### src/rtl/sdram_nios2_qsys_oci_dct_packer.sv
// OCI DCT word packer: packs FRAME_W-bit trace frames into DEPTH-frame words behind a
// valid/ready output register. Optional macro SDRAM_NIOS2_QSYS_DCT_DROP_COUNT_EN drops frames instead of stalling.
module sdram_nios2_qsys_oci_dct_packer #(
  parameter int FRAME_W = 2,
  parameter int DEPTH   = 15,
  parameter int CNT_W   = 4
) (
  input  logic                       clk,
  input  logic                       reset,
  input  logic                       frame_valid,
  input  logic [FRAME_W-1:0]         frame_data,
  output logic                       frame_ready,
  input  logic                       flush,
  input  logic                       word_ready,
  output logic                       word_valid,
  output logic [FRAME_W*DEPTH-1:0]   dct_buffer,
  output logic [CNT_W-1:0]           dct_count,
`ifdef SDRAM_NIOS2_QSYS_DCT_DROP_COUNT_EN
  output logic [15:0]                drop_count,
`endif
  output logic                       flush_busy
);
  localparam int BUF_W = FRAME_W * DEPTH;

  logic [BUF_W-1:0] acc_q, acc_d, buf_q, buf_d, merged;
  logic [CNT_W-1:0] acc_cnt_q, acc_cnt_d, cnt_q, cnt_d, eff_cnt;
  logic             valid_q, valid_d, flush_busy_q, flush_busy_d;
  logic             out_free, acc_full, can_accept, accept, flush_req;

  always_comb begin
    out_free   = !valid_q || word_ready;
    acc_full   = (acc_cnt_q == CNT_W'(DEPTH));
    can_accept = !acc_full || out_free;
    accept     = frame_valid && can_accept;
    flush_req  = flush || flush_busy_q;

    acc_d        = acc_q;
    acc_cnt_d    = acc_cnt_q;
    buf_d        = buf_q;
    cnt_d        = cnt_q;
    valid_d      = valid_q && !word_ready;
    flush_busy_d = flush_busy_q;
    merged       = acc_q;
    eff_cnt      = acc_cnt_q;

    if (acc_full) begin
      if (out_free) begin
        // Stalled full word leaves; a new frame starts the cleared accumulator.
        buf_d        = acc_q;
        cnt_d        = acc_cnt_q;
        valid_d      = 1'b1;
        flush_busy_d = 1'b0;
        acc_d        = '0;
        acc_cnt_d    = '0;
        if (accept) begin
          acc_d[FRAME_W-1:0] = frame_data;
          acc_cnt_d          = CNT_W'(1);
        end
      end else begin
        flush_busy_d = flush_req;
      end
    end else begin
      if (accept) begin
        for (int i = 0; i < DEPTH; i++) begin
          if (acc_cnt_q == CNT_W'(i)) merged[i*FRAME_W +: FRAME_W] = frame_data;
        end
        eff_cnt = acc_cnt_q + CNT_W'(1);
      end
      if (out_free && ((eff_cnt == CNT_W'(DEPTH)) || (flush_req && eff_cnt != '0))) begin
        buf_d        = merged;
        cnt_d        = eff_cnt;
        valid_d      = 1'b1;
        flush_busy_d = 1'b0;
        acc_d        = '0;
        acc_cnt_d    = '0;
      end else begin
        acc_d        = merged;
        acc_cnt_d    = eff_cnt;
        flush_busy_d = flush_req && (eff_cnt != '0);
      end
    end
  end

  always_ff @(posedge clk) begin
    if (reset) begin
      acc_q        <= '0;
      acc_cnt_q    <= '0;
      buf_q        <= '0;
      cnt_q        <= '0;
      valid_q      <= 1'b0;
      flush_busy_q <= 1'b0;
    end else begin
      acc_q        <= acc_d;
      acc_cnt_q    <= acc_cnt_d;
      buf_q        <= buf_d;
      cnt_q        <= cnt_d;
      valid_q      <= valid_d;
      flush_busy_q <= flush_busy_d;
    end
  end

`ifdef SDRAM_NIOS2_QSYS_DCT_DROP_COUNT_EN
  logic [15:0] drop_q, drop_d;

  always_comb begin
    drop_d = drop_q;
    if (frame_valid && !can_accept && drop_q != 16'hFFFF) drop_d = drop_q + 16'd1;
  end

  always_ff @(posedge clk) begin
    if (reset) drop_q <= '0;
    else       drop_q <= drop_d;
  end

  assign drop_count  = drop_q;
  assign frame_ready = 1'b1;
`else
  assign frame_ready = can_accept;
`endif

  assign word_valid = valid_q;
  assign dct_buffer = buf_q;
  assign dct_count  = cnt_q;
  assign flush_busy = flush_busy_q;
endmodule
### config.mk
export PLATFORM = sky130hd
export DESIGN_NAME = sdram_nios2_qsys_oci_dct_packer
export DESIGN_NICKNAME = d
export VERILOG_FILES = /design/src/rtl/sdram_nios2_qsys_oci_dct_packer.sv
export SDC_FILE = /design/constraint.sdc
export NUM_CORES = 1
export LEC_CHECK = 0
export CAP_MARGIN = 10
export CORE_UTILIZATION = 55
export CTS_BUF_LIST = sky130_fd_sc_hd__clkbuf_8
export DETAILED_ROUTE_END_ITERATION = 7
export PLACE_DENSITY = 0.8
export REMOVE_ABC_BUFFERS = 1
export SYNTH_ARGS = -nofsm -noshare
export SYNTH_HDL_FRONTEND = slang
export SYNTH_SLANG_ARGS = --single-unit
### constraint.sdc
create_clock -name clk -period 4.49 [get_ports clk]
set_input_delay 0.6735 -clock clk [delete_from_list [all_inputs] [get_ports clk]]
set_output_delay 0.6735 -clock clk [all_outputs]
set_load 0.02 [all_outputs]
# Word-level counts from Yosys, hierarchy flattened
# Index checks and enable logic that the tools add are counted.
# W data, S select, Z words.
# word_totals
regBits,70
inputBits,7
output_inout_bits,37
elab_cells,77
# classes
add_sub_neg,1
eq_ne,17
n_mux,38
n_reduce_logical,15
# op_table
cell,count
$mux W30,7
$eq A4 B4 Y1 const B,9
$mux W2,16
$mux W4,8
$eq A4 B3 Y1 const B,4
$eq A4 B2 Y1 const B,2
$mux W1,7
$add A4 B1 Y4 const B,1
$eq A4 B1 Y1 const B,1
$logic_and A1 B1 Y1,4
$logic_not A4 Y1,1
$logic_or A1 B1 Y1,4
$reduce_bool A4 Y1,1
$logic_not A1 Y1,3
$ne A2 B2 Y1 const B,1
$reduce_and A2 Y1,1
$reduce_bool A2 Y1,1

# Longest topological paths before layout
# logic_depth
ltp_word,12
mapped_depth,9
mapped_depth_nobuf,7

# Worst setup path before layout
# Ideal clock, no wire load.
# synth_timing
path_kind,reg2reg
startpoint,reg acc_cnt_q[0]
endpoint,reg acc_q[10]
setup_time_ps,117
t_arrival_ps,2147
required_ps,4373
path_slack_ps,2226
stages_incl_launch_ff,10
path_buffers,2
synth_period_minus_slack_ps,2264
cell_sequence,dfxtp_1 > inv_1 > ha_1 > and3b_1 > a211o_1 > a211oi_2 > or2_1 > buf_4 > buf_6 > nor2_1
# synth_between
elab_chain_cells,12
elab_cells_between_ends,18
classes_between,add/sub: 1; eq/ne: 4; mux: 6; reduce/logical: 7
# synth_lines
element,line,rtl
start: declaration,26,"logic [CNT_W-1:0] acc_cnt_q, acc_cnt_d, cnt_q, cnt_d, eff_cnt;"
start signal: assignment,94,acc_cnt_q <= acc_cnt_d;
branches (longest 12 deep; another with $add A4 B1 Y4),--,
end signal: assignment,86,acc_q <= '0;
end signal: assignment,93,acc_q <= acc_d;
end: declaration,25,"logic [BUF_W-1:0] acc_q, acc_d, buf_q, buf_d, merged;"
# Parallel ways; which one is timed is not known. The select of a mux whose other input is x is not followed.
# A chain may end at the register's enable or synchronous reset.

# Worst setup path in the final report
# layout_timing
startpoint,in frame_valid
endpoint,reg acc_q[15]
# layout_between
elab_chain_cells,9
elab_cells_between_ends,11
classes_between,eq/ne: 1; mux: 5; reduce/logical: 5
# layout_lines
element,line,rtl
start: declaration,10,"input logic frame_valid,"
$logic_and A1 B1 Y1 *,34,accept = frame_valid && can_accept;
$mux W4,63,if (accept) begin
$mux W4,46,if (acc_full) begin
$reduce_bool A4 Y1,69,if (out_free && ((eff_cnt == CNT_W'(DEPTH)) || (flush_req && eff_cnt != '0))) begin
$logic_and A1 B1 Y1,69,
$logic_or A1 B1 Y1,69,
$logic_and A1 B1 Y1,69,
$mux W30 *,69,
$mux W30 *,46,
# Mark *: on every way between the ends. The rest lies on a longest branch, timed or not. The select of a mux whose other input is x is not followed.

==> results.md <==
* Result of the run: finished clean
* Number of synthesized flops with an enable pin at 0
* Starting Density at 57.56%
* CP max stage cell: clkdlybuf4s50_1
* Cell-by-cell listing of the critical path: clkdlybuf4s50_1, and3b_1, a211o_1, a211oi_2, or2_1, buf_4, nor2_1
* Detailed-route DRC error count at 0
* Synth cell types at 53
* DP HPWL at 4.742 mm
* Number of search-and-repair iterations in the first detailed-routing pass at 5
* Tmin final at 3.218 ns
* Area of the multi-input gates at 0.001856 mm^2
* Worst clock skew on the final layout at 0.007186 ns
* Overall global routing resource usage at 25.93%
* Share of async-settable or async-resettable flops after synthesis at 0%
* Most instantiated flip-flop cell in the synthesis netlist: dfxtp_1
* Root Buffer Master: clkbuf_8
* Post-synthesis sequential area ratio at 40.64%
* # Max-Cap Violations at 0
* Cts hold-fix bufs at 0
* WS Path Type: input pin to register
* Average routed wire per standard cell at 15.74 um
* Share of the synthesized area in the top cell type at 40.64%
* Gate Count Post-Synth at 384
* CP startpoint kind: input pin
* Detailed-route via count at 2976
* Transition time at the pin with the least slew margin at 0.9120 ns
* Die span in y at 81.18 um
* Fraction of the cycle the final worst path needs at 71.67%
* Critical Path RT at 4.72 ns
* Mapped cell area at 0.003448 mm^2
* Largest fanout on the critical path at 20
* Clock latency reported for the late side of the worst-skew pair at 0.34 ns
* Critical Path AT at 3.44 ns
* Number of H-tree levels at 3
* Vias per cell at 6.086
* Number of global-route vias before repair at 2709
* Overflow left after global routing at 0
* Static power due to leakage at 0.001298 uW
* Aggregate routed wire length at 7.696 mm
* Total clock buffers created by CTS at 9
* Count of buffer and inverter cells on the critical path at 2
* Seq cells post-synth at 70
* CTS Buffer Depth at 2
* TritonCTS clock tree: yes
* Worst stage delay on the critical path at 0.68 ns
* Number of antenna violations at the first check in global routing at 0
* # resized after CTS at 0
* Largest net degree at the start of global routing at 46
* Number of inserted filler cells in the final layout at 471
* Sequential Area at 0.001401 mm^2
* Post-layout net count at 421
* Global-route wire length before repair at 13.02 mm
* Cell class contributing the biggest share of worst-path delay: simple AND/OR/NAND/NOR gates
* Buffers inserted during post-CTS setup optimization at 0
* Warnings from Yosys at 0
* Area added between synthesis and finish at 15.78%
* Classification of the worst-slack hold path: register to register
* Largest area contributor in the synthesized netlist: dfxtp_1
* Max Freq at 0.3107 GHz
* Count of buffers from port buffering at 43
* Normalized max-slew margin at 39.11%
* Placement Rows at 28
* Core Footprint at 0.005991 mm^2
* Share of final-layout standard cells stronger than drive strength 1 at 10.63%
* Sinks on Clock Net at 70
* Count of routing violations after the opening detailed-route iteration at 181
* Ranking of synthesized cells by area: dfxtp_1, mux2i_1, o21ai_0
* CP endpoint kind: register
* Number of routed nets with antenna violations at 0
* Total inserted antenna cells at 0
* Setup TNS at 0 ns
* Die area at 0.006590 mm^2
* Mean post-synth cell area at 8.980 um^2
* Pins Over Slew Limit at 0
* Final weighted congestion of routability-driven global placement at 0.8744
* I/O pin count at 44
* Power Dens Cells at 307.6 mW/mm^2
* Die Wd at 81.18 um
* Final standard cell utilization of the core at 66.65%
* Count of final setup violators at 0
* Unrepaired setup endpoints after global routing: no
* Worst-path clk slew at 0.07 ns
* Peak supply drop at 222.5 uV
* Final Hold Fails at 0
flip-flops by register name, summed over array words and instances (netlist names):
signal,cells
acc_q,30
word_valid,1
acc_cnt_q,4
dct_count,4
dct_buffer,30
flush_busy,1
through the flow:
stage	std cells	hold WS [ns]	power (uW)	worst slack (ns)	cell area, um^2
2_1_floorplan	350	0.4329	747.8	1.627	3253
3_3_place_gp	474	0.4387	812.7	1.126	3837
3_5_place_dp	474	0.4503	815.6	1.049	3837
4_1_cts	489	0.4659	1232	1.373	3993
5_1_grt	489	0.4862	1278	1.159	3993
6_report	489	0.4655	1228	1.272	3993
where the power goes:
group          total [uW]  switching (uW)  leakage (uW)  internal, uW
combinational         160            99.8      0.000646          59.7
sequential            644            10.4      0.000566           634
clock                 424             233     0.0000858           191
layer usage:
layer | share of wire (%) | global-route usage [%]
met4 | 1.5 | 12.50
met3 | 4.5 | 3.933
met5 | 0 | 0
met2 | 46 | 41.09
met1 | 48 | 34.40
cell usage in the layout (no fill, tap or decap), types with 6 or more instances in the layout:
cell type / n
a21oi_1: 36
a22oi_1: 25
buf_4: 6
clkbuf_8: 9
clkdlybuf4s50_1: 43
dfxtp_1: 70
mux2i_1: 29
nand2_1: 13
nor2_1: 37
o21ai_0: 45
o21ba_2: 6
or3_1: 25
cell families after synthesis:
group	Yosys count	synth area share, %
fa+ha+maj	4	1.451
xor+xnor	3	1.306
buf+inv	37	5.987
compound gates	136	24.93
mux	30	8.745
flops	70	40.64
simple gates	104	16.95
layout make-up:
class                           instances  area share, %
Inverter                                3         0.2820
Tap cell                               75          2.350
Sequential cell                        70          35.10
Clock inverter                          6         0.7835
Multi-Input combinational cell        277          46.47
Timing Repair Buffer                   49          11.91
Clock buffer                            9          3.102
worst reg2reg max path: cells and delay by family (launching register included):
family          cells  cell delay, ns
compound gates      2            0.75
fa+ha+maj           1            0.36
buf+inv             2            0.46
flops               1            0.52
simple gates        3            0.91
cell usage after synthesis (3+ instances only):
cell type / number
a211oi_1: 4
a21oi_1: 36
a22oi_1: 25
a311oi_1: 4
buf_2: 3
buf_4: 5
buf_6: 6
clkbuf_1: 19
dfxtp_1: 70
ha_1: 4
inv_1: 3
mux2i_1: 29
nand2_1: 13
nand2b_1: 3
nor2_1: 37
nor3_2: 4
o21ai_0: 45
o21ba_2: 6
or3_1: 25
path summary, 6_finish.rpt:
path | slack, ns | endpoint | start | cells after the start
max | 1.27 | acc_q[15] | frame_valid | 7
max reg2reg | 1.37 | acc_q[15] | acc_cnt_q[0] | 8
min reg2reg | 0.47 | acc_q[22] | acc_q[22] | 2
min | 0.47 | acc_q[22] | acc_q[22] | 2
(Power assumes the default switching activity.)
